**src/rtl/phy_link_pkg.sv**
```systemverilog
// Shared types and constants for the PHY transmit link controller.
package phy_link_pkg;

  typedef enum logic [1:0] {
    IDLE   = 2'd0,
    TRAIN  = 2'd1,
    ACTIVE = 2'd2
  } link_state_t;

  localparam logic [31:0] IDLE_WORD_DFLT = 32'hBCBCBCBC;

endpackage

```
**src/rtl/phy_link_ctrl_if.sv**
```systemverilog
// Requester handshake bundle: two sources offering words to the link controller.
interface phy_link_ctrl_if #(
  parameter int DATA_W = 32
);
  logic              req_valid_0;
  logic              req_valid_1;
  logic [DATA_W-1:0] req_data_0;
  logic [DATA_W-1:0] req_data_1;
  logic              req_ready_0;
  logic              req_ready_1;

  modport master (
    output req_valid_0, req_valid_1, req_data_0, req_data_1,
    input  req_ready_0, req_ready_1
  );

  modport slave (
    input  req_valid_0, req_valid_1, req_data_0, req_data_1,
    output req_ready_0, req_ready_1
  );
endinterface

```
**src/rtl/phy_rr_arbiter.sv**
```systemverilog
// Two-way round-robin arbiter with a burst limit; grant is combinational,
// owner/pointer/burst count update on accepted words.
module phy_rr_arbiter #(
  parameter int MAX_BURST = 4
) (
  input  logic       clk_2f,
  input  logic       reset,
  input  logic       en,
  input  logic [1:0] req_valid,
  output logic [1:0] gnt
);
  localparam int CNT_W = $clog2(MAX_BURST + 1);
  localparam logic [CNT_W-1:0] BURST_MAX = CNT_W'(MAX_BURST);

  logic [1:0]       owner;
  logic             ptr;
  logic [CNT_W-1:0] burst_cnt;
  logic             keep;

  always_comb begin
    gnt  = 2'b00;
    keep = (|(owner & req_valid)) && (burst_cnt < BURST_MAX);
    if (en) begin
      if (keep)                gnt      = owner;
      else if (req_valid[ptr])  gnt[ptr]  = 1'b1;
      else if (req_valid[~ptr]) gnt[~ptr] = 1'b1;
    end
  end

  // A same-owner grant at the limit only happens when the other side is idle,
  // so the burst count restarts instead of saturating.
  always_ff @(posedge clk_2f or posedge reset) begin
    if (reset) begin
      owner     <= 2'b00;
      ptr       <= 1'b0;
      burst_cnt <= '0;
    end else if (|gnt) begin
      owner <= gnt;
      ptr   <= gnt[0];
      if ((gnt == owner) && (burst_cnt < BURST_MAX)) burst_cnt <= burst_cnt + CNT_W'(1);
      else                                          burst_cnt <= CNT_W'(1);
    end else begin
      owner     <= 2'b00;
      burst_cnt <= '0;
    end
  end
endmodule

```
**src/rtl/phy_link_ctrl.sv**
```systemverilog
// Transmit link controller: IDLE/TRAIN/ACTIVE bring-up FSM, registered PHY drive,
// and round-robin sharing of the PHY input between two requesters.
module phy_link_ctrl
  import phy_link_pkg::*;
#(
  parameter int                DATA_W      = 32,
  parameter int                TRAIN_WORDS = 4,
  parameter int                MAX_BURST   = 4,
  parameter logic [DATA_W-1:0] IDLE_WORD   = DATA_W'(IDLE_WORD_DFLT)
) (
  input  logic              clk_2f,
  input  logic              reset,
  input  logic              link_en,
  phy_link_ctrl_if.slave    req,
  output logic              phy_active,
  output logic              phy_valid,
  output logic [DATA_W-1:0] phy_data,
  output logic              link_up,
  output logic [1:0]        grant
);
  localparam int CNT_W = $clog2(TRAIN_WORDS + 1);
  localparam logic [CNT_W-1:0] TRAIN_LAST = CNT_W'(TRAIN_WORDS - 1);

  link_state_t       state, state_nxt;
  logic [CNT_W-1:0]  train_cnt, train_cnt_nxt;
  logic              arb_en;
  logic [1:0]        gnt;
  logic              active_nxt, valid_nxt, link_up_nxt;
  logic [DATA_W-1:0] data_nxt;
  logic [1:0]        grant_nxt;

  // Dropping link_en blocks acceptance in the same cycle.
  assign arb_en = (state == ACTIVE) && link_en;

  phy_rr_arbiter #(.MAX_BURST(MAX_BURST)) u_arb (
    .clk_2f    (clk_2f),
    .reset     (reset),
    .en        (arb_en),
    .req_valid ({req.req_valid_1, req.req_valid_0}),
    .gnt       (gnt)
  );

  assign req.req_ready_0 = gnt[0];
  assign req.req_ready_1 = gnt[1];

  always_comb begin
    state_nxt     = state;
    train_cnt_nxt = train_cnt;
    active_nxt    = 1'b0;
    valid_nxt     = 1'b0;
    link_up_nxt   = 1'b0;
    data_nxt      = '0;
    grant_nxt     = 2'b00;
    unique case (state)
      IDLE: begin
        train_cnt_nxt = '0;
        if (link_en) state_nxt = TRAIN;
      end
      TRAIN: begin
        if (!link_en) begin
          state_nxt     = IDLE;
          train_cnt_nxt = '0;
        end else begin
          active_nxt = 1'b1;
          data_nxt   = IDLE_WORD;
          if (train_cnt == TRAIN_LAST) begin
            state_nxt     = ACTIVE;
            train_cnt_nxt = '0;
          end else begin
            train_cnt_nxt = train_cnt + CNT_W'(1);
          end
        end
      end
      ACTIVE: begin
        if (!link_en) begin
          state_nxt = IDLE;
        end else begin
          active_nxt  = 1'b1;
          link_up_nxt = 1'b1;
          if (|gnt) begin
            valid_nxt = 1'b1;
            data_nxt  = gnt[1] ? req.req_data_1 : req.req_data_0;
            grant_nxt = gnt;
          end else begin
            data_nxt = IDLE_WORD;
          end
        end
      end
      default: state_nxt = IDLE;
    endcase
  end

  always_ff @(posedge clk_2f or posedge reset) begin
    if (reset) begin
      state      <= IDLE;
      train_cnt  <= '0;
      phy_active <= 1'b0;
      phy_valid  <= 1'b0;
      phy_data   <= '0;
      link_up    <= 1'b0;
      grant      <= 2'b00;
    end else begin
      state      <= state_nxt;
      train_cnt  <= train_cnt_nxt;
      phy_active <= active_nxt;
      phy_valid  <= valid_nxt;
      phy_data   <= data_nxt;
      link_up    <= link_up_nxt;
      grant      <= grant_nxt;
    end
  end
endmodule

```
**src/flat_wrapper.sv**
```systemverilog
// flat-port wrapper written by rule: the top's interface ports become plain ports
module phy_link_ctrl_flat import phy_link_pkg::*;
#(
  parameter int                DATA_W      = 32,
  parameter int                TRAIN_WORDS = 4,
  parameter int                MAX_BURST   = 4,
  parameter logic [DATA_W-1:0] IDLE_WORD   = DATA_W'(IDLE_WORD_DFLT)
)
  (clk_2f, reset, link_en, phy_active, phy_valid, phy_data, link_up, grant, req_req_valid_0, req_req_valid_1, req_req_data_0, req_req_data_1, req_req_ready_0, req_req_ready_1);
  phy_link_ctrl_if #(.DATA_W(DATA_W)) req_i ();
  input  logic clk_2f;
  input  logic reset;
  input  logic link_en;
  output logic phy_active;
  output logic phy_valid;
  output logic [DATA_W-1:0] phy_data;
  output logic link_up;
  output logic [1:0] grant;
  input wire logic [$bits(req_i.req_valid_0)-1:0] req_req_valid_0;
  input wire logic [$bits(req_i.req_valid_1)-1:0] req_req_valid_1;
  input wire logic [$bits(req_i.req_data_0)-1:0] req_req_data_0;
  input wire logic [$bits(req_i.req_data_1)-1:0] req_req_data_1;
  output wire logic [$bits(req_i.req_ready_0)-1:0] req_req_ready_0;
  output wire logic [$bits(req_i.req_ready_1)-1:0] req_req_ready_1;
  assign req_i.req_valid_0 = req_req_valid_0;
  assign req_i.req_valid_1 = req_req_valid_1;
  assign req_i.req_data_0 = req_req_data_0;
  assign req_i.req_data_1 = req_req_data_1;
  assign req_req_ready_0 = req_i.req_ready_0;
  assign req_req_ready_1 = req_i.req_ready_1;
  phy_link_ctrl #(.DATA_W(DATA_W), .TRAIN_WORDS(TRAIN_WORDS), .MAX_BURST(MAX_BURST), .IDLE_WORD(IDLE_WORD)) u_core (.clk_2f(clk_2f), .reset(reset), .link_en(link_en), .req(req_i), .phy_active(phy_active), .phy_valid(phy_valid), .phy_data(phy_data), .link_up(link_up), .grant(grant));
endmodule
```
**config.mk**
```make
export PLATFORM = sky130hd
export DESIGN_NAME = phy_link_ctrl_flat
export DESIGN_NICKNAME = d
export VERILOG_FILES = /design/src/rtl/phy_link_pkg.sv /design/src/rtl/phy_link_ctrl_if.sv /design/src/rtl/phy_rr_arbiter.sv /design/src/rtl/phy_link_ctrl.sv /design/src/flat_wrapper.sv
export SDC_FILE = /design/constraint.sdc
export NUM_CORES = 1
export LEC_CHECK = 0
export CORE_MARGIN = 2
export CORE_UTILIZATION = 55
export DETAILED_ROUTE_END_ITERATION = 6
export DONT_BUFFER_PORTS = 1
export PLACE_DENSITY = 0.7
export SLEW_MARGIN = 25
export SYNTH_ARGS = -nofsm -noshare
export SYNTH_HDL_FRONTEND = slang
export SYNTH_SLANG_ARGS = --single-unit
```
**constraint.sdc**
```tcl
create_clock -name clk_2f -period 2.38 [get_ports clk_2f]
set_clock_uncertainty 0.2 [all_clocks]
set_input_delay 0.238 -clock clk_2f [delete_from_list [all_inputs] [get_ports clk_2f]]
set_output_delay 0.238 -clock clk_2f [all_outputs]
set_load 0.1 [all_outputs]
```
==> impl_metrics.yaml <==
placed_design:
  place_hpwl_um: 4260
  preCtsSetupSlack_ns: 0.283
  gp_congestion: 0.887
  dp_cells: 294
  port_buffers: 0
yosys:
  synth-edff-count: 0
  yosys_warnings: 0
  synth.avg_cell_area_um2: 10.3
  syn_nets: 299
  yosysUniqueCellTypes: 39
  synth_seq_cells: 48
  synth_flop_cell: "dfrtp_1"
  synth_area_um2: 2310
  synthCells: 225
  synthArstFlopShare_pct: 100
  synth.yosys.seq_area_share_pct: 51.9
pwr:
  leakage_nw: 1.60
  power.share.sequential_pct: 41.1
  netSwitchingFraction_pct: 50.4
  power_per_cell_area_nw_per_um2: 998
  power.switching_mw: 1.68
  p_clk_share_pct: 17.9
  peakVddDrop_mv: 0.571
  comb_power_share_pct: 41.0
  p_int_mw: 1.65
grt:
  antenna_found_initial: 0
  grt_pass1_vias: 2413
  grt_pass1_wl_um: 11400
  grt_max_degree: 33
  grt-ovfl-total: 0
  grtUsageTotal_pct: 33.9
setup_path:
  crit_family: "simple AND/OR/NAND/NOR gates"
  reg2reg_depth: 8
  worstPathRequired_ns: 1.94
  cp_slowest_stage_delay_ns: 0.42
  crit_type: "register to primary output"
  cp.depth: 7
  critPathLaunchType: "register"
  crit_fanout: 11
  cp_slowest_cell: "dfrtp_1"
  cp-end-kind: "primary output"
  path_cells: "inv_1 -> ha_1 -> nand2_4 -> inv_2 -> nand4_4 -> nand2_2 -> buf_12"
  critical_path_buf_inv_count: 3
  crit_arrival_ns: 1.85
sta:
  fin_tns_setup_ns: 0
  finalWorstSetupSlack_ns: 0.0907
  fmaxAchievable_ghz: 0.437
  period_needed_ns: 2.29
  post-route-period-util_pct: 96.2
  final_max_slew_viol_count: 0
  worstMarginPinSlew_ns: 0.873
  slew_headroom_pct: 41.8
  hold_viol_final: 0
  setup_viol: 0
  hold_slack_ns: 0.0196
drt:
  vias: 2406
  drtPass1Iterations: 7
  drt_drc_violations_left: 0
  viasPerCell: 6.45
  post_drt_wl_per_cell_um: 21.6
  drt_iter0_drc: 217
  ant_nets: 0
  wl_um: 8060
floorplan:
  fp.dieW_um: 68.9
  fp.coreArea_um2: 4030
  io_pins: 108
  start_util_pct: 57.4
  placementRows: 23
  dieArea_um2: 4740
  die-height_um: 68.9
hold_path:
  worstHoldPathType: "input pin to register"
  min_path_cells: 2
clock_tree:
  insertion_delay_ns: 0.31
  cts-root-buf: "clkbuf_8"
  cts.sink_count: 48
  tritoncts: "built"
  clockBufferDepth: 2
  clk_pin_slew_ns: 0.09
  h-tree-depth: 2
  cts_buffers: 5
finish:
  final_nets: 394
  stdcell_count: 373
  drive_above_1_share_pct: 18.4
  layout_commonest_cell: "dlygate4sd3_1"
  utilization_pct: 82.8
  area_delta_synth_final_pct: 44.2
  final_cell_mix: "dlygate4sd3_1, dfrtp_1, buf_4"
flow_run:
  drv_cap: 0
status:
  status: "finished clean"
## sequential cells by signal, indices dropped and copies added (netlist names)
register,count
u_core.u_arb.ptr,1
u_core.u_arb.owner,2
u_core.u_arb.burst_cnt,3
u_core.phy_data,32
u_core.train_cnt,3
u_core.phy_active,1
u_core.grant,2
u_core.phy_valid,1
u_core.state,2
u_core.link_up,1
## routing by layer
metal  up-vias  global-route usage [%]  part of all wire, %
met4         0                    23.8                  5.8
met1      1144                    34.3                   34
met5         -                       0                    0
met3        55                    9.09                  8.7
met2       195                    59.9                   52
li1       1012                       -                    -
## worst paths after layout
check / endpoint / slack, ns / from
worst max-delay path: req_req_ready_1 / 0.09 / u_core.state[0]$_DFFE_PP0P_
worst min-delay path: u_core.train_cnt[2]$_DFFE_PP0P_ / 0.02 / link_en
worst max register to register: u_core.phy_data[16]$_DFF_PP0_ / 0.15 / u_core.state[0]$_DFFE_PP0P_
worst min register to register: u_core.train_cnt[2]$_DFFE_PP0P_ / 0.28 / u_core.train_cnt[2]$_DFFE_PP0P_
max in group asynchronous: u_core.phy_data[20]$_DFF_PP0_ / 1.33 / reset
min in group asynchronous: u_core.u_arb.burst_cnt[0]$_DFF_PP0_ / 0.10 / reset
## power groups by stage
| stage | logic, mW | clock network [mW] | registers [mW] |
|---|---|---|---|
| 5_1_grt | 1.42 | 0.634 | 1.39 |
| 3_3_place_gp | 1.18 | 0 | 1.37 |
| 4_1_cts | 1.32 | 0.592 | 1.36 |
| 2_1_floorplan | 0.433 | 0 | 1.91 |
| 3_5_place_dp | 1.23 | 0 | 1.38 |
| 6_report | 1.37 | 0.597 | 1.37 |
## logic make-up (layout without fill, tap and decap cells)
family	after synthesis	in the layout	synth area share [%]
adders and majority gates	5	5	2.70
other	0	2	0
AOI/OAI and AO/OA	88	88	23.3
DFF	48	48	51.9
buffers and inverters	27	123	8.17
muxes	1	1	0.433
and+or+nand+nor	56	56	13.5
## synthesized netlist by cell type, drive strengths merged, types with 2 or more instances
| cell type | n | area (um2) |
|---|---|---|
| nand3 | 33 | 165 |
| nand2b | 5 | 31.3 |
| nor4b | 2 | 17.5 |
| o21ai | 35 | 175 |
| a31oi | 20 | 125 |
| nand2 | 8 | 37.5 |
| a22o | 2 | 18.8 |
| inv | 8 | 30.0 |
| buf | 17 | 151 |
| nor2 | 2 | 7.51 |
| ha | 5 | 62.6 |
| a21oi | 20 | 100 |
| clkbuf | 2 | 7.51 |
| dfrtp | 48 | 1200 |
## final cells by class
class                      count  area, um2
timing repair buffer         107        987
fill                         228        693
clock buffer                   5       68.8
clock inverter                 3       42.5
multi-input combinational    150        938
sequential                    48       1200
antenna                        2       5.00
tap                           50       62.6
inverter                       8       30.0
## stage by stage
step | power (mW) | instance area [um2]
floorplan | 2.34 | 2320
global placement | 2.55 | 2520
detailed placement | 2.61 | 2520
CTS | 3.27 | 3310
global route | 3.44 | 3330
finish | 3.33 | 3340
## what timing repair did
item	in CTS	in global routing
hold buffers	67	0
setup buffers	0	2
setup endpoints to repair	1	3
endpoints found under the hold margin	89	0
cloned	0	0
resized for setup	1	2
Note: power is estimated with default switching activity, not from simulation.
